### src/rtl/seg7_bcd_seq_if.sv
// Handshake and display bundle between a value producer and seg7_bcd_seq.
// The producer drives load/binary_number; the converter drives status and segments.
interface seg7_bcd_seq_if;
  logic       load;
  logic [7:0] binary_number;
  logic       ready;
  logic       busy;
  logic       done;
  logic [6:0] disp_hundreds;
  logic [6:0] disp_tens;
  logic [6:0] disp_ones;

  modport master (
    output load, binary_number,
    input  ready, busy, done, disp_hundreds, disp_tens, disp_ones
  );

  modport slave (
    input  load, binary_number,
    output ready, busy, done, disp_hundreds, disp_tens, disp_ones
  );
endinterface

### src/rtl/seg7_bcd_seq.sv
// Sequential 8-bit binary to 3-digit BCD converter (double-dabble, one bit per clock)
// with registered 7-segment outputs. Define SEG7_LZ_BLANK_EN for leading-zero blanking.
module seg7_bcd_seq #(
  parameter bit ACTIVE_LOW = 1'b1
) (
  input  logic           clk,
  input  logic           rst_n,
  seg7_bcd_seq_if.slave  bus
);

  typedef enum logic [1:0] {
    S_IDLE   = 2'd0,
    S_SHIFT  = 2'd1,
    S_UPDATE = 2'd2
  } state_t;

  localparam logic [6:0] BLANK = ACTIVE_LOW ? 7'b1111111 : 7'b0000000;

  state_t      state, state_nxt;
  logic [7:0]  shift_reg;
  logic [11:0] bcd;
  logic [11:0] bcd_adj;
  logic [2:0]  bit_cnt;
  logic        done_q;
  logic [6:0]  disp_h_q, disp_t_q, disp_o_q;
  logic        ready_c;
  logic [3:0]  dig_h, dig_t, dig_o;

  // Nibble 4'hF (or any non-BCD code) decodes to an all-off pattern.
  function automatic logic [6:0] seg_encode(input logic [3:0] digit);
    logic [6:0] low;
    case (digit)
      4'd0:    low = 7'b1000000;
      4'd1:    low = 7'b1111001;
      4'd2:    low = 7'b0100100;
      4'd3:    low = 7'b0110000;
      4'd4:    low = 7'b0011001;
      4'd5:    low = 7'b0010010;
      4'd6:    low = 7'b0000010;
      4'd7:    low = 7'b1111000;
      4'd8:    low = 7'b0000000;
      4'd9:    low = 7'b0011000;
      default: low = 7'b1111111;
    endcase
    return ACTIVE_LOW ? low : ~low;
  endfunction

  function automatic logic [3:0] add3(input logic [3:0] n);
    return (n >= 4'd5) ? n + 4'd3 : n;
  endfunction

  assign bcd_adj = {add3(bcd[11:8]), add3(bcd[7:4]), add3(bcd[3:0])};

  always_comb begin
    // NOTE: every comb output gets a default first so no path leaves it unassigned (no latch).
    dig_h = bcd[11:8];
    dig_t = bcd[7:4];
    dig_o = bcd[3:0];
`ifdef SEG7_LZ_BLANK_EN
    if (bcd[11:8] == 4'd0) begin
      dig_h = 4'hF;
      if (bcd[7:4] == 4'd0) dig_t = 4'hF;
    end
`endif
  end

  // State register
  always_ff @(posedge clk or negedge rst_n) begin
    // NOTE: sequential state uses non-blocking assignments so all flops update together.
    if (!rst_n) state <= S_IDLE;
    else        state <= state_nxt;
  end

  // Next-state logic
  always_comb begin
    state_nxt = state;
    case (state)
      S_IDLE:   if (bus.load) state_nxt = S_SHIFT;
      S_SHIFT:  if (bit_cnt == 3'd7) state_nxt = S_UPDATE;
      S_UPDATE: state_nxt = S_IDLE;
      default:  state_nxt = S_IDLE;
    endcase
  end

  // Output logic
  always_comb begin
    ready_c = (state == S_IDLE);
  end

  // Datapath: capture, shift-add-3 iterations, display latch
  always_ff @(posedge clk or negedge rst_n) begin
    if (!rst_n) begin
      shift_reg <= '0;
      bcd       <= '0;
      bit_cnt   <= '0;
      done_q    <= 1'b0;
      disp_h_q  <= BLANK;
      disp_t_q  <= BLANK;
      disp_o_q  <= BLANK;
    end else begin
      done_q <= 1'b0;
      case (state)
        S_IDLE: begin
          if (bus.load) begin
            shift_reg <= bus.binary_number;
            bcd       <= '0;
            bit_cnt   <= '0;
          end
        end
        S_SHIFT: begin
          {bcd, shift_reg} <= {bcd_adj, shift_reg} << 1;
          bit_cnt          <= bit_cnt + 3'd1;
        end
        S_UPDATE: begin
          disp_h_q <= seg_encode(dig_h);
          disp_t_q <= seg_encode(dig_t);
          disp_o_q <= seg_encode(dig_o);
          done_q   <= 1'b1;
        end
        default: ;
      endcase
    end
  end

  assign bus.ready         = ready_c;
  assign bus.busy          = ~ready_c;
  assign bus.done          = done_q;
  assign bus.disp_hundreds = disp_h_q;
  assign bus.disp_tens     = disp_t_q;
  assign bus.disp_ones     = disp_o_q;

endmodule

### src/flat_wrapper.sv
// flat-port wrapper written by rule: the top's interface ports become plain ports
module seg7_bcd_seq_flat 
#(
  parameter bit ACTIVE_LOW = 1'b1
)
  (clk, rst_n, bus_load, bus_binary_number, bus_ready, bus_busy, bus_done, bus_disp_hundreds, bus_disp_tens, bus_disp_ones);
  seg7_bcd_seq_if bus_i ();
  input  logic clk;
  input  logic rst_n;
  input wire logic [$bits(bus_i.load)-1:0] bus_load;
  input wire logic [$bits(bus_i.binary_number)-1:0] bus_binary_number;
  output wire logic [$bits(bus_i.ready)-1:0] bus_ready;
  output wire logic [$bits(bus_i.busy)-1:0] bus_busy;
  output wire logic [$bits(bus_i.done)-1:0] bus_done;
  output wire logic [$bits(bus_i.disp_hundreds)-1:0] bus_disp_hundreds;
  output wire logic [$bits(bus_i.disp_tens)-1:0] bus_disp_tens;
  output wire logic [$bits(bus_i.disp_ones)-1:0] bus_disp_ones;
  assign bus_i.load = bus_load;
  assign bus_i.binary_number = bus_binary_number;
  assign bus_ready = bus_i.ready;
  assign bus_busy = bus_i.busy;
  assign bus_done = bus_i.done;
  assign bus_disp_hundreds = bus_i.disp_hundreds;
  assign bus_disp_tens = bus_i.disp_tens;
  assign bus_disp_ones = bus_i.disp_ones;
  seg7_bcd_seq #(.ACTIVE_LOW(ACTIVE_LOW)) u_core (.clk(clk), .rst_n(rst_n), .bus(bus_i));
endmodule
### config.mk
export PLATFORM = sky130hd
export DESIGN_NAME = seg7_bcd_seq_flat
export DESIGN_NICKNAME = d
export VERILOG_FILES = /design/src/rtl/seg7_bcd_seq_if.sv /design/src/rtl/seg7_bcd_seq.sv /design/src/flat_wrapper.sv
export SDC_FILE = /design/constraint.sdc
export NUM_CORES = 1
export LEC_CHECK = 0
export ABC_AREA = 1
export BUFFER_PORTS_ARGS = -buffer_cell sky130_fd_sc_hd__buf_2
export CAP_MARGIN = 15
export CORE_UTILIZATION = 50
export DETAILED_ROUTE_END_ITERATION = 10
export PLACE_DENSITY = 0.71
export SYNTH_ARGS = -nofsm -noshare
export SYNTH_HDL_FRONTEND = slang
export SYNTH_SLANG_ARGS = --single-unit
export TNS_END_PERCENT = 30
### constraint.sdc
create_clock -name clk -period 2.9 [get_ports clk]
set_input_delay 0.58 -clock clk [delete_from_list [all_inputs] [get_ports clk]]
set_output_delay 0.58 -clock clk [all_outputs]
set_load 0.02 [all_outputs]
# Yosys cells after proc, flatten, opt, wreduce, memory -nomap -nowiden
# Memories as Yosys holds them, arrays and structs flattened. A register that Yosys moved wholly into a read port is not among the register bits.
# Index checks and enable logic that the tools add are counted.
[word_totals]
regBits = 26
romBits = 336
input_bits = 11
out_inout_bits = 24
elab_cells = 41
n_memories = 3
[mem_list]
columns = ["memory", "words", "width", "read_ports", "rd_clocked_by_memory_dff", "write_ports", "line_no", "text"]
rows = [
  ["(name not given)", 16, 7, 1, 1, 0, "seg7_bcd_seq.sv:32", "case (digit)"],
  ["(name not given)", 16, 7, 1, 1, 0, "seg7_bcd_seq.sv:32", ""],
  ["(name not given)", 16, 7, 1, 1, 0, "seg7_bcd_seq.sv:32", ""],
]
[op_classes]
n_addsub = 4
magnitude_cmp = 3
n_eq_ne = 5
mux = 13
n_bitwise = 1
n_reduce_logical = 7
[op_table]
columns = ["cell", "count"]
rows = [
  ["12-bit case mux with 2 select lines", 1],
  ["8-bit case mux with 2 select lines", 1],
  ["4-bit by 3-bit greater-or-equal comparator with 1-bit output (second input constant)", 3],
  ["12-bit two-way mux", 1],
  ["4-bit by 2-bit adder with 4-bit output (second input constant)", 2],
  ["4-bit two-way mux", 2],
  ["8-bit two-way mux", 1],
  ["3-bit two-way mux", 2],
  ["3-bit case mux with 2 select lines", 1],
  ["2-bit two-way mux", 2],
  ["2-bit case mux with 2 select lines", 1],
  ["2-bit AND reduction", 2],
  ["3-bit by 1-bit adder with 3-bit output (second input constant)", 1],
  ["3-bit by 2-bit adder with 3-bit output (second input constant)", 1],
  ["3-bit == test (second input constant)", 1],
  ["1-bit logical NOT", 3],
  ["2-bit by 1-bit == test with 1-bit output (second input constant)", 1],
  ["2-bit == test (second input constant)", 1],
  ["2-bit logical NOT", 1],
  ["2-bit by 1-bit != test with 1-bit output (second input constant)", 1],
  ["2-bit != test (second input constant)", 1],
  ["2-bit nonzero test", 1],
  ["1-bit two-way mux", 1],
  ["1-bit inverter", 1],
]

# Depth between registers and ports, before layout
# Gate-level depths: netlist (run 1).
[logic_depth]
depth_word = 3
depth_mapped = 9
ltp_nobuf = 9

# Worst setup path before layout (run 1)
# No wires, ideal clock.
[synth_timing]
path_type = "register to output"
from = "reg u_core.state[0]"
to = "out bus_busy"
arrival_time_ns = 1.060
required_time_ns = 2.320
slack_ns = 1.260
stages_incl_launch_ff = 4
n_path_buf = 1
cell_sequence = "dfrtp_1 -> buf_6 -> nor2_1 -> inv_1"
[synth_between]
elab_chain_cells = 2
[synth_rtl]
columns = ["element", "line_no", "text"]
rows = [
  ["from (decl)", "seg7_bcd_seq.sv:19", "state_t state, state_nxt;"],
  ["from (signal assigned)", "seg7_bcd_seq.sv:71", "else state <= state_nxt;"],
  ["2-bit logical NOT", "seg7_bcd_seq.sv:87", "ready_c = (state == S_IDLE);"],
  ["named net bus_ready", "flat_wrapper.sv:12", "output wire logic [$bits(bus_i.ready)-1:0] bus_ready;"],
  ["1-bit inverter", "seg7_bcd_seq.sv:126", "assign bus.busy = ~ready_c;"],
  ["to (decl)", "flat_wrapper.sv:13", "output wire logic [$bits(bus_i.busy)-1:0] bus_busy;"],
]
# The timed path passes the listed nets, and every way through them passes these cells.

# Final worst setup path (run 1)
[layout_timing]
from = "reg u_core.state[0]"
to = "out bus_busy"
[layout_between]
elab_chain_cells = 2
[layout_rtl]
columns = ["element", "line_no"]
rows = [
  ["2-bit logical NOT", "seg7_bcd_seq.sv:87"],
  ["1-bit inverter", "seg7_bcd_seq.sv:126"],
]
# No other way between the ends.

==> out/summary.json, run 1 <==
{
  "power_density_mw_per_mm2": 1230,
  "status": "finished, final reports clean",
  "crit_arrival_ns": 1.24,
  "htree_levels": 2,
  "synthDominantCellAreaShare_pct": 25.3,
  "worst-slew-pin-transition_ns": 0.776,
  "post-place-ws_ns": 1.36,
  "numCtsBuffers": 5,
  "grt_setup_unrepaired": "false",
  "fp.dieH_um": 73.7,
  "clk_pin_slew_ns": 0.08,
  "diodes": 0,
  "synth_top_area_cell": "dfrtp_1",
  "drtPass1Iterations": 4,
  "effective_utilization_at_floorplan_pct": 53.1,
  "layout-drive-gt1-share_pct": 23.6,
  "final_net_count": 364,
  "synth.top_cells.by_area": "dfrtp_1, dfstp_2, nand2_1, ha_1, nor2_1",
  "max-clock-path-buffers": 2,
  "cts-resized-gates": 0,
  "ratio_of_final_minimum_period_to_clock_period_pct": 62.7,
  "gpl.final_weighted_congestion": 0.825,
  "cts.repair_timing.setup_buffer_count": 0,
  "timing.critical_path.required_ns": 2.32,
  "ys_types": 26,
  "worstSetupStartpointType": "flip-flop",
  "port-buffer-count": 34,
  "core.rowCount": 25,
  "vdd.ir_drop.worst_v": 0.000442,
  "dp_hpwl_um": 3460,
  "synth_seq_cells": 47,
  "leakage_nw": 1.40,
  "fp.dieW_um": 73.7,
  "groute.usage.overall_pct": 20.2,
  "area_growth_pct": 10.7,
  "fin_worst_skew_ns": 0.00719,
  "critical_path_class": "reg2out",
  "cts_hold_buffers": 0,
  "grt_pass1_vias": 1873,
  "maxCapViolCount": 0,
  "via_per_inst": 5.06,
  "syn_nets": 332,
  "coreArea_mm2": 0.00485,
  "largest_register_ff_count": 12,
  "route.detailed.wl_per_inst_um": 12.1,
  "synth-warning-count": 0,
  "setup_violations": 0,
  "grt_remaining_overflow": 0,
  "route.antenna.remaining_nets": 0,
  "initial_antenna_violation_count": 0,
  "critical_path_peak_fanout": 7,
  "cts_num_sinks": 47,
  "die_area_mm2": 0.00544,
  "global_route_wire_length_before_repair_um": 8330,
  "hold_class": "in2async",
  "totalNegativeSetupSlack_ns": 0,
  "synthesis.area_per_instance_um2": 8.52,
  "max_freq_ghz": 0.550,
  "layout_setup_ws_ns": 1.08,
  "tritoncts": "yes",
  "post-route-min-period_ns": 1.82,
  "timing.slew.headroom_pct": 48.2,
  "cts.root.buffer_cell": "clkbuf_8",
  "fillCellCount": 452,
  "drv_slew": 0,
  "floorplan.io_pins": 35,
  "detailedRoute.firstIterationViolations": 99,
  "drt_wl_total_um": 4850,
  "hold_viol_final": 0,
  "syn-cell-area_mm2": 0.00257,
  "netlist_instances": 302,
  "finalCoreUtilization_pct": 58.7,
  "clk_latency_ns": 0.29,
  "grt_start_max_net_pins": 35,
  "remaining_drc_errors": 0,
  "synth_sequential_area_ratio_pct": 46.7,
  "end_kind": "primary output",
  "vias": 2036
}
-- cell usage after synthesis --
cell type / number
a21boi_0: 3
a21oi_1: 27
a21oi_4: 1
a22o_2: 2
buf_2: 4
buf_6: 6
dfrtp_1: 26
dfstp_2: 21
ha_1: 19
inv_1: 19
inv_2: 3
inv_4: 2
nand2_1: 65
nand2_2: 1
nand2_4: 1
nand3_1: 19
nand4_1: 2
nor2_1: 47
nor2_4: 3
nor3_1: 1
o211ai_1: 2
o21ai_0: 19
o21ai_1: 4
o21ai_4: 1
o22ai_1: 2
or2_2: 2
-- cell type report --
class	instances	area [um^2]	share of cell area, %
clock buffer	8	100	3.52
inverter	24	95.1	3.34
multi-input combinational	221	1190	41.7
sequential	47	1200	42.2
tap	67	83.8	2.95
timing repair buffer	35	178	6.24
-- final timing paths --
check                      slack [ns]                           to            start  cells after the start
max reg2reg                      1.36  u_core.bus.disp_hundreds[4]  u_core.state[0]                      4
min reg2reg                      0.48              u_core.state[1]  u_core.state[1]                      1
max                              1.08                     bus_busy  u_core.state[0]                      3
min                              0.36          u_core.shift_reg[1]            rst_n                      1
max in group asynchronous        1.79      u_core.bus.disp_tens[2]            rst_n                      2
min in group clk                 0.48              u_core.state[1]  u_core.state[1]                      1
-- cell usage in the layout, fill, tap and decap left out, types with 2 or more instances in the layout --
master / synthesis / final
a22o_2: 2 / 2
inv_2: 3 / 3
nand4_1: 2 / 2
dfstp_2: 21 / 21
buf_2: 4 / 34
o211ai_1: 2 / 2
nand2_1: 65 / 65
a21oi_1: 27 / 27
o21ai_1: 4 / 4
ha_1: 19 / 19
inv_1: 19 / 19
clkbuf_8: 0 / 7
nor2_1: 47 / 47
o22ai_1: 2 / 2
nand3_1: 19 / 19
inv_4: 2 / 2
or2_2: 2 / 2
nor2_4: 3 / 3
dfrtp_1: 26 / 26
a21boi_0: 3 / 3
o21ai_0: 19 / 19
-- metal layers --
metal / routed length [um] / GRT usage [%] / vias up
li1: - / - / 1048
met1: 2490 / 29.0 / 944
met2: 2180 / 30.7 / 42
met3: 164 / 4.53 / 2
met4: 19 / 5.56 / 0
met5: 0 / 0 / -
-- report_power, final --
group	internal (W)	leakage [nW]	switching, W
sequential	0.00106	0.538	0.000266
clock	0.000218	0.0515	0.000203
combinational	0.000633	0.813	0.00111
-- stage by stage --
| step | cells | cell area [um^2] | hold WS [ns] | total power [W] |
|---|---|---|---|---|
| after floorplan | 302 | 2570 | 0.284 | 0.00268 |
| after global placement | 394 | 2750 | 0.455 | 0.00304 |
| after detailed placement | 394 | 2750 | 0.466 | 0.00308 |
| after CTS | 402 | 2850 | 0.383 | 0.00351 |
| after global routing | 402 | 2850 | 0.418 | 0.00386 |
| final | 402 | 2850 | 0.357 | 0.00349 |
-- kinds of logic after synthesis --
| family | synth area share (%) |
|---|---|
| buffers and inverters | 7.10 |
| AO/OA/AOI/OAI | 13.7 |
| adder cells (fa/ha/maj) | 9.24 |
| AND/OR/NAND/NOR | 23.2 |
| flip-flops | 46.7 |
-- critical path, stage by stage (launching register included) --
cell and delay [ns]:
dfrtp_1 0.51, nor2_1 0.22, inv_1 0.05, buf_2 0.15
Power figures use the tool's default switching activity.
==> inputs of run 2 (changes only) <==
--- a/config.mk
+++ b/config.mk
@@ -5,7 +5,7 @@
 export SDC_FILE = /design/constraint.sdc
 export NUM_CORES = 1
 export LEC_CHECK = 0
-export ABC_AREA = 1
+export ABC_AREA = 0
 export BUFFER_PORTS_ARGS = -buffer_cell sky130_fd_sc_hd__buf_2
 export CAP_MARGIN = 15
 export CORE_UTILIZATION = 50
==> constraint.sdc (replaced) <==
create_clock -name clk -period 1.85 [get_ports clk]
set_input_delay 0.37 -clock clk [delete_from_list [all_inputs] [get_ports clk]]
set_output_delay 0.37 -clock clk [all_outputs]
set_load 0.02 [all_outputs]
==> run 2 against run 1 <==
Effect of this change: the flow now finishes with violations (negative hold slack); synthesized cell count is 5.6% lower; hold slack got worse by 0.37 ns; design area is 5.8% higher; sequential share of layout area is 2.3 points lower; worst setup slack lost 0.91 ns; sequential power increased by 46%; non-clock buffer count up 11; register-to-register slack worse by 1.2 ns; critical path depth increased by 3; global-route usage is 0.43 points lower; clock-buffer cell count is 1 lower; via count rose by 0.34%; highest routed layer unchanged.
==> out/summary.json, run 2 <==
{
  "fp.dieW": {"value": 74.7, "unit": "um", "change": "was 73.7 um"},
  "synth-edff-count": {"value": 0, "change": "unchanged"},
  "leakage": {"value": 1.36, "unit": "nW", "change": "was 1.40 nW"},
  "synth-warning-count": {"value": 0, "change": "unchanged"},
  "multi_input_area": {"value": 0.00128, "unit": "mm^2", "change": "was 0.00119 mm^2"},
  "combinational_power_share": {"value": 50.9, "unit": "%", "change": "was 49.8%"},
  "post-place-ws": {"value": 0.208, "unit": "ns", "change": "was 1.36 ns"},
  "critical_path_peak_fanout": {"value": 8, "change": "was 7"},
  "timing.slew.headroom": {"value": 69.4, "unit": "%", "change": "was 48.2%"},
  "end_kind": {"value": "flip-flop", "change": "was primary output"},
  "final_net_count": {"value": 347, "change": "was 364"},
  "coreArea": {"value": 0.00511, "unit": "mm^2", "change": "was 0.00485 mm^2"},
  "finalHoldWorstSlack": {"value": -0.0108, "unit": "ns", "change": "was 0.357 ns"},
  "delay_of_the_slowest_critical_path_stage": {"value": 0.48, "unit": "ns", "change": "was 0.51 ns"},
  "via_per_inst": {"value": 5.27, "change": "was 5.06"},
  "clk_latency": {"value": 0.31, "unit": "ns", "change": "was 0.29 ns"},
  "intPower": {"value": 0.00314, "unit": "W", "change": "was 0.00192 W"},
  "reg2reg_slack": {"value": 0.18, "unit": "ns", "change": "was 1.36 ns"},
  "timing.critical_path.cells": {"value": "inv_1 > ha_1 > ha_1 > mux2_2 > o21ai_0 > o21ai_0", "change": "was nor2_1 > inv_1 > buf_2"},
  "tritoncts": {"value": "yes", "change": "unchanged"},
  "dp_hpwl": {"value": 3520, "unit": "um", "change": "was 3460 um"},
  "power_density": {"value": 1800, "unit": "mW/mm^2", "change": "was 1230 mW/mm^2"},
  "drv_slew": {"value": 0, "change": "unchanged"},
  "crit_slowest_cell": {"value": "dfrtp_1", "change": "unchanged"},
  "area_growth": {"value": 14.0, "unit": "%", "change": "was 10.7%"},
  "clk_pin_slew": {"value": 0.08, "unit": "ns", "change": "about the same"},
  "groute.usage.overall": {"value": 19.8, "unit": "%", "change": "was 20.2%"},
  "initial_antenna_violation_count": {"value": 0, "change": "unchanged"},
  "grt_remaining_overflow": {"value": 0, "change": "unchanged"},
  "synth_seq_cells": {"value": 47, "change": "unchanged"},
  "detailedRoute.firstIterationViolations": {"value": 107, "change": "was 99"},
  "violations_in_the_final_reports": "negative hold slack",
  "syn_nets": {"value": 315, "change": "was 332"},
  "setup_violations": {"value": 0, "change": "unchanged"},
  "vdd.ir_drop.worst": {"value": 0.000665, "unit": "V", "change": "was 0.000442 V"},
  "fillCellCount": {"value": 459, "change": "was 452"},
  "ratio_of_final_minimum_period_to_clock_period_pct": 90.4,
  "worst_r2r_startpoint": {"value": "u_core.bcd[5]", "change": "was u_core.state[0]"},
  "synth.top_cells.by_area": {"value": "dfrtp_1, dfstp_2, ha_1, o21ai_0, nand2_1", "change": "was dfrtp_1, dfstp_2, nand2_1, ha_1, nor2_1"},
  "critical_path_class": {"value": "reg2reg", "change": "was reg2out"},
  "cts_num_sinks": {"value": 47, "change": "unchanged"},
  "worst-slew-pin-transition": {"value": 0.459, "unit": "ns", "change": "was 0.776 ns"},
  "fin_worst_skew": {"value": 0.00516, "unit": "ns", "change": "was 0.00719 ns"},
  "ys_types": {"value": 33, "change": "was 26"},
  "grt_start_max_net_pins": {"value": 44, "change": "was 35"},
  "post-route-min-period_ns": 1.67,
  "clockPowerShare": {"value": 13.5, "unit": "%", "change": "was 12.1%"},
  "maxCapViolCount": {"value": 0, "change": "unchanged"},
  "synthDominantCellAreaShare": {"value": 24.6, "unit": "%", "change": "was 25.3%"},
  "cts_hold_buffers": {"value": 0, "change": "unchanged"},
  "status": {"value": "complete, but fails checks", "change": "was finished, final reports clean"},
  "die_area": {"value": 0.00558, "unit": "mm^2", "change": "was 0.00544 mm^2"},
  "hold_viol_final": {"value": 3, "change": "was 0"},
  "crit_arrival": {"value": 1.85, "unit": "ns", "change": "was 1.24 ns"},
  "highest_count_cells_in_the_layout_ignoring_fill_and_taps": {"value": "nand2_1, o21ai_0, buf_2, a21oi_1, dfrtp_1", "change": "was nand2_1, nor2_1, buf_2, a21oi_1, dfrtp_1"},
  "remaining_drc_errors": {"value": 0, "change": "unchanged"},
  "max_freq_ghz": 0.598,
  "hold_class": {"value": "in2async", "change": "unchanged"},
  "fp.dieH": {"value": 74.7, "unit": "um", "change": "was 73.7 um"},
  "grt_setup_unrepaired": {"value": "false", "change": "unchanged"},
  "drtPass1Iterations": {"value": 4, "change": "unchanged"},
  "total_power": {"value": 0.00543, "unit": "W", "change": "was 0.00349 W"},
  "p_sw": {"value": 0.00229, "unit": "W", "change": "was 0.00157 W"},
  "cts.root.buffer_cell": {"value": "clkbuf_8", "change": "unchanged"},
  "route.antenna.remaining_nets": {"value": 0, "change": "unchanged"},
  "numCtsBuffers": {"value": 5, "change": "unchanged"},
  "route.detailed.wl_per_inst": {"value": 12.8, "unit": "um", "change": "was 12.1 um"},
  "worstSetupStartpointType": {"value": "flip-flop", "change": "unchanged"},
  "floorplan.io_pins": {"value": 35, "change": "unchanged"},
  "totalNegativeSetupSlack": {"value": 0, "unit": "ns", "change": "unchanged"},
  "cts.repair_timing.setup_buffer_count": {"value": 0, "change": "unchanged"},
  "cts-resized-gates": {"value": 0, "change": "unchanged"},
  "synth_top_area_cell": {"value": "dfrtp_1", "change": "unchanged"},
  "layout_commonest_cell": {"value": "nand2_1", "change": "unchanged"},
  "grt_pass1_vias": {"value": 1898, "change": "was 1,873"},
  "postSynth.asyncResetShare": {"value": 100, "unit": "%", "change": "unchanged"},
  "seq_area": {"value": 0.00120, "unit": "mm^2", "change": "unchanged"},
  "syn-cell-area": {"value": 0.00264, "unit": "mm^2", "change": "was 0.00257 mm^2"},
  "gpl.final_weighted_congestion": {"value": 0.850, "change": "was 0.825"},
  "synthTopCellsByCount": {"value": "nand2_1, o21ai_0, a21oi_1", "change": "was nand2_1, nor2_1, a21oi_1"},
  "vias": {"value": 2043, "change": "was 2,036"},
  "diodes": {"value": 0, "change": "unchanged"},
  "htree_levels": {"value": 2, "change": "unchanged"},
  "synth_sequential_area_ratio": {"value": 45.5, "unit": "%", "change": "was 46.7%"},
  "crit-reg2reg-capture": {"value": "u_core.bcd[7]", "change": "was u_core.bus.disp_hundreds[4]"},
  "yosys.cell_count.top_type": {"value": "nand2_1", "change": "unchanged"},
  "global_route_wire_length_before_repair": {"value": 8540, "unit": "um", "change": "was 8330 um"},
  "core.rowCount": {"value": 26, "change": "was 25"},
  "layout-drive-gt1-share": {"value": 25.2, "unit": "%", "change": "was 23.6%"},
  "largest_register_ff_count": {"value": 12, "change": "unchanged"},
  "drt_wl_total": {"value": 4950, "unit": "um", "change": "was 4850 um"},
  "port-buffer-count": {"value": 34, "change": "unchanged"},
  "timing.critical_path.required": {"value": 2.03, "unit": "ns", "change": "was 2.32 ns"},
  "netlist_instances": {"value": 285, "change": "was 302"},
  "synthesis.area_per_instance": {"value": 9.27, "unit": "um^2", "change": "was 8.52 um^2"},
  "p_seq_share": {"value": 35.7, "unit": "%", "change": "was 38.1%"},
  "r2r_cells": {"value": 6, "change": "was 4"},
  "switching_share_of_power": {"value": 42.2, "unit": "%", "change": "was 45.1%"},
  "max-clock-path-buffers": {"value": 2, "change": "unchanged"},
  "layout_setup_ws": {"value": 0.177, "unit": "ns", "change": "was 1.08 ns"},
  "effective_utilization_at_floorplan": {"value": 51.7, "unit": "%", "change": "was 53.1%"},
  "synth_ff_type": {"value": "dfrtp_1", "change": "unchanged"}
}
run 2: cell count changes in the layout (fill, tap and decap cells not counted), moves of 8 or more:
cell | previous run | this run
inv_1 | 19 | 11
buf_4 | 1 | 10
nand2_1 | 65 | 39
nand3_1 | 19 | 3
o21ai_0 | 19 | 38
nand2b_1 | 0 | 9
nor2b_1 | 0 | 12
nor2_1 | 47 | 11
o31ai_1 | 0 | 11
run 2: layout make-up:
| type | instances | share of cell area [%] |
|---|---|---|
| timing repair buffer | 46 | 9.47 |
| clock buffer | 7 | 3.57 |
| sequential | 47 | 39.9 |
| clock inverter | 1 | 0.166 |
| tap | 70 | 2.91 |
| inverter | 11 | 1.37 |
| multi-input combinational | 206 | 42.6 |
run 2: worst max path at each step:
stage,end,from,slack (ns)
6_report,u_core.bcd[7],u_core.bcd[5],0.18
5_1_grt,u_core.bcd[3],u_core.bcd[0],0.04
4_1_cts,u_core.bcd[7],u_core.bcd[5],0.18
3_5_place_dp,u_core.bcd[7],u_core.bcd[5],0.21
2_1_floorplan,u_core.bcd[3],u_core.bcd[1],0.30
3_3_place_gp,u_core.bcd[7],u_core.bcd[4],0.29
run 2: critical path: cells and delay by family (launching register included):
family                     cells  cell delay [ns]
adders and majority gates      2             0.52
DFF                            1             0.48
muxes                          1             0.26
AOI/OAI and AO/OA              2             0.16
buffers and inverters          1             0.13
run 2: power groups by stage:
stage,logic (W),clock network (W),registers (W)
CTS,0.00278,0.000744,0.00194
floorplan,0.00190,0,0.00210
finish,0.00276,0.000732,0.00194
global route,0.00315,0.000782,0.00201
detailed placement,0.00276,0,0.00195
global placement,0.00271,0,0.00193
run 2: metal layers:
metal / up-vias / track usage, % / wire length (um)
met3: 7 / 4.28 / 164
met4: 0 / 6.50 / 68
met2: 34 / 31.6 / 2250
met5: - / 0 / 0
met1: 953 / 26.7 / 2470
li1: 1049 / - / -
run 2: cells by family (layout without fill, tap and decap cells):
group	after synthesis	after routing	share of synthesized area, %
buf+inv	32	65	5.92
compound gates	101	101	23.3
fa+ha+maj	19	19	9.00
xor+xnor	5	5	1.66
flops	47	47	45.5
simple gates	79	79	13.8
mux	2	2	0.852
run 2: through the flow:
step | instance area, um^2 | util (%) | std cells
6_report | 3010 | 59.0 | 388
5_1_grt | 3010 | 59.0 | 388
4_1_cts | 3010 | 59.0 | 388
3_5_place_dp | 2900 | 56.8 | 380
3_3_place_gp | 2900 | 56.8 | 380
2_1_floorplan | 2640 | - | 285
==> inputs of run 3 (changes only) <==
--- a/config.mk
+++ b/config.mk
@@ -11,6 +11,7 @@
 export CORE_UTILIZATION = 50
 export DETAILED_ROUTE_END_ITERATION = 10
 export PLACE_DENSITY = 0.71
+export SETUP_SLACK_MARGIN = 0.4
 export SYNTH_ARGS = -nofsm -noshare
 export SYNTH_HDL_FRONTEND = slang
 export SYNTH_SLANG_ARGS = --single-unit
==> run 3 against run 2 <==
Effect of this change: the flow still finishes with violations (negative hold slack); die area did not move; sequential share of layout area down 1.3 points; largest cell class unchanged; first-iteration DRC count up 38%; hold slack gained 0.010 ns; via count is 4.7% higher; clock power fell by 18%; sequential cell count is the same.
==> out/summary.json, run 3 (synthesis gave the netlist of run 2 again) <==
{
  "status": {"value": "complete, but fails checks", "change": "unchanged"},
  "violations_in_the_final_reports": {"value": "negative hold slack", "change": "unchanged"},
  "global_route_wire_length_before_repair": {"value": 8710, "unit": "um", "change": "was 8540 um"},
  "crit_arrival": {"value": 1.13, "unit": "ns", "change": "was 1.85 ns"},
  "post-route-min-period": {"value": 1.50, "unit": "ns", "change": "was 1.67 ns"},
  "route.antenna.remaining_nets": {"value": 0, "change": "unchanged"},
  "timing.critical_path.cells": {"value": "or2_4 > inv_2 > buf_6", "change": "was inv_1 > ha_1 > ha_1 > mux2_2 > o21ai_0 > o21ai_0"},
  "post-place-ws": {"value": 0.200, "unit": "ns", "change": "was 0.208 ns"},
  "area_growth": {"value": 18.4, "unit": "%", "change": "was 14.0%"},
  "clk_latency": {"value": 0.31, "unit": "ns", "change": "about the same"},
  "port-buffer-count": {"value": 34, "change": "unchanged"},
  "fillCellCount": {"value": 469, "change": "was 459"},
  "drt_wl_total": {"value": 5210, "unit": "um", "change": "was 4950 um"},
  "dp_hpwl": {"value": 3510, "unit": "um", "change": "was 3520 um"},
  "r2r_cells": {"value": 6, "change": "unchanged"},
  "critical_path_peak_fanout": {"value": 2, "change": "was 8"},
  "grt_remaining_overflow": {"value": 0, "change": "unchanged"},
  "route.detailed.wl_per_inst": {"value": 13.1, "unit": "um", "change": "was 12.8 um"},
  "fp.dieH": {"value": 74.7, "unit": "um", "change": "unchanged"},
  "worst_r2r_startpoint": {"value": "u_core.bcd[8]", "change": "was u_core.bcd[5]"},
  "via_per_inst": {"value": 5.39, "change": "was 5.27"},
  "cts_hold_buffers": {"value": 0, "change": "unchanged"},
  "clk_pin_slew": {"value": 0.08, "unit": "ns", "change": "about the same"},
  "vdd.ir_drop.worst": {"value": 0.000707, "unit": "V", "change": "was 0.000665 V"},
  "numCtsBuffers": {"value": 5, "change": "unchanged"},
  "finalHoldWorstSlack": {"value": -0.000422, "unit": "ns", "change": "was -0.0108 ns"},
  "placed_area": {"value": 0.00292, "unit": "mm^2", "change": "was 0.00290 mm^2"},
  "highest_count_cells_in_the_layout_ignoring_fill_and_taps": {"value": "nand2_1, o21ai_0, buf_2, a21oi_1", "change": "was nand2_1, o21ai_0, buf_2, a21oi_1, dfrtp_1"},
  "totalNegativeSetupSlack": {"value": 0, "unit": "ns", "change": "unchanged"},
  "die_area": {"value": 0.00558, "unit": "mm^2", "change": "unchanged"},
  "fin_cells": {"value": 397, "change": "was 388"},
  "hold_class": {"value": "in2async", "change": "unchanged"},
  "groute.usage.overall": {"value": 20.5, "unit": "%", "change": "was 19.8%"},
  "grt_pass1_vias": {"value": 1885, "change": "was 1,898"},
  "timing.critical_path.required": {"value": 1.48, "unit": "ns", "change": "was 2.03 ns"},
  "initial_antenna_violation_count": {"value": 0, "change": "unchanged"},
  "tritoncts": {"value": "yes", "change": "unchanged"},
  "delay_of_the_slowest_critical_path_stage": {"value": 0.40, "unit": "ns", "change": "was 0.48 ns"},
  "crit_slowest_cell": {"value": "dfrtp_1", "change": "unchanged"},
  "hold_viol_final": {"value": 2, "change": "was 3"},
  "detailedRoute.firstIterationViolations": {"value": 148, "change": "was 107"},
  "worstSetupStartpointType": {"value": "flip-flop", "change": "unchanged"},
  "fin_worst_skew": {"value": 0.00657, "unit": "ns", "change": "was 0.00516 ns"},
  "power_density": {"value": 1810, "unit": "mW/mm^2", "change": "was 1800 mW/mm^2"},
  "worst-slew-pin-transition": {"value": 0.469, "unit": "ns", "change": "was 0.459 ns"},
  "critical_path_buf_inv_count": {"value": 2, "change": "was 1"},
  "timing.slew.headroom": {"value": 68.7, "unit": "%", "change": "was 69.4%"},
  "reg2reg_slack": {"value": 0.38, "unit": "ns", "change": "was 0.18 ns"},
  "maxCapViolCount": {"value": 0, "change": "unchanged"},
  "core.rowCount": {"value": 26, "change": "unchanged"},
  "setup_violations": {"value": 0, "change": "unchanged"},
  "largest_register_ff_count": {"value": 12, "change": "unchanged"},
  "drv_slew": {"value": 0, "change": "unchanged"},
  "remaining_drc_errors": {"value": 0, "change": "unchanged"},
  "layout_setup_ws": {"value": 0.352, "unit": "ns", "change": "was 0.177 ns"},
  "gpl.final_weighted_congestion": {"value": 0.821, "change": "was 0.850"},
  "vias": {"value": 2140, "change": "was 2,043"},
  "coreArea": {"value": 0.00511, "unit": "mm^2", "change": "unchanged"},
  "layout-drive-gt1-share": {"value": 32.7, "unit": "%", "change": "was 25.2%"},
  "max-clock-path-buffers": {"value": 2, "change": "unchanged"},
  "final_net_count": {"value": 356, "change": "was 347"},
  "dp.cells": {"value": 380, "change": "unchanged"},
  "cts_num_sinks": {"value": 47, "change": "unchanged"},
  "cts.root.buffer_cell": {"value": "clkbuf_8", "change": "unchanged"},
  "post-route-cell-area": {"value": 0.00313, "unit": "mm^2", "change": "was 0.00301 mm^2"},
  "end_kind": {"value": "primary output", "change": "was flip-flop"},
  "total_power": {"value": 0.00566, "unit": "W", "change": "was 0.00543 W"},
  "leakage": {"value": 1.39, "unit": "nW", "change": "was 1.36 nW"},
  "effective_utilization_at_floorplan": {"value": 51.7, "unit": "%", "change": "unchanged"},
  "ratio_of_final_minimum_period_to_clock_period": {"value": 81.0, "unit": "%", "change": "was 90.4%"},
  "grt_setup_unrepaired": {"value": "true", "change": "was false"},
  "drtPass1Iterations": {"value": 4, "change": "unchanged"},
  "max_freq": {"value": 0.668, "unit": "GHz", "change": "was 0.598 GHz"},
  "grt_start_max_net_pins": {"value": 44, "change": "unchanged"},
  "htree_levels": {"value": 2, "change": "unchanged"},
  "critical_path_class": {"value": "reg2out", "change": "was reg2reg"},
  "floorplan.io_pins": {"value": 35, "change": "unchanged"},
  "diodes": {"value": 0, "change": "unchanged"},
  "cp_top_family": {"value": "flip-flops", "change": "was adder cells"},
  "crit-reg2reg-capture": {"value": "u_core.bcd[11]", "change": "was u_core.bcd[7]"},
  "layout_commonest_cell": {"value": "nand2_1", "change": "unchanged"},
  "fp.dieW": {"value": 74.7, "unit": "um", "change": "unchanged"}
}
run 3: cell types whose count changed in the layout (fill, tap and decap cells not counted), sizes merged:
cell  previous run  this run
buf             46        55
run 3: through the flow:
| step | hold slack (ns) | utilization [%] |
|---|---|---|
| after floorplan | 0.0744 | - |
| after global placement | 0.343 | 57.1 |
| after detailed placement | 0.342 | 57.1 |
| after CTS | 0.00693 | 60.1 |
| after global routing | 0.0191 | 61.3 |
| final | -0.000422 | 61.3 |
run 3: timing repair:
item                       CTS  global route
cloned                       0             0
pin swaps                    1             3
setup endpoints to repair   15            16
setup buffers                6             3
gates resized for setup     15            14
run 3: routing by layer:
layer	vias to the layer above	wire [um]	global-route usage, %
li1	1075	-	-
met1	1005	2610	29.5
met2	53	2300	30.4
met3	7	218	4.55
met4	0	72	6.92
met5	-	0	0
run 3: area by class of cell:
| class | instances | area [um^2] | share of cell area (%) |
|---|---|---|---|
| Multi-Input combinational cell | 206 | 1330 | 42.4 |
| Sequential cell | 47 | 1210 | 38.6 |
| Timing Repair Buffer | 55 | 378 | 12.1 |
| Tap cell | 70 | 87.6 | 2.80 |
| Clock buffer | 7 | 76.3 | 2.44 |
| Inverter | 11 | 46.3 | 1.48 |
| Clock inverter | 1 | 5.00 | 0.160 |
run 3: worst max-delay path by stage:
stage / from / endpoint / depth (start not counted)
global placement: u_core.bcd[5] / u_core.bcd[7] / 6
floorplan: u_core.bcd[4] / u_core.bcd[7] / 6
global route: u_core.state[1] / bus_ready / 3
finish: u_core.state[1] / bus_ready / 3
detailed placement: u_core.bcd[5] / u_core.bcd[7] / 6
CTS: u_core.bcd[8] / u_core.bcd[11] / 6
run 3: power by group:
part           switching, W  internal, W
clock              0.000336     0.000266
combinational       0.00172      0.00140
sequential         0.000347      0.00159
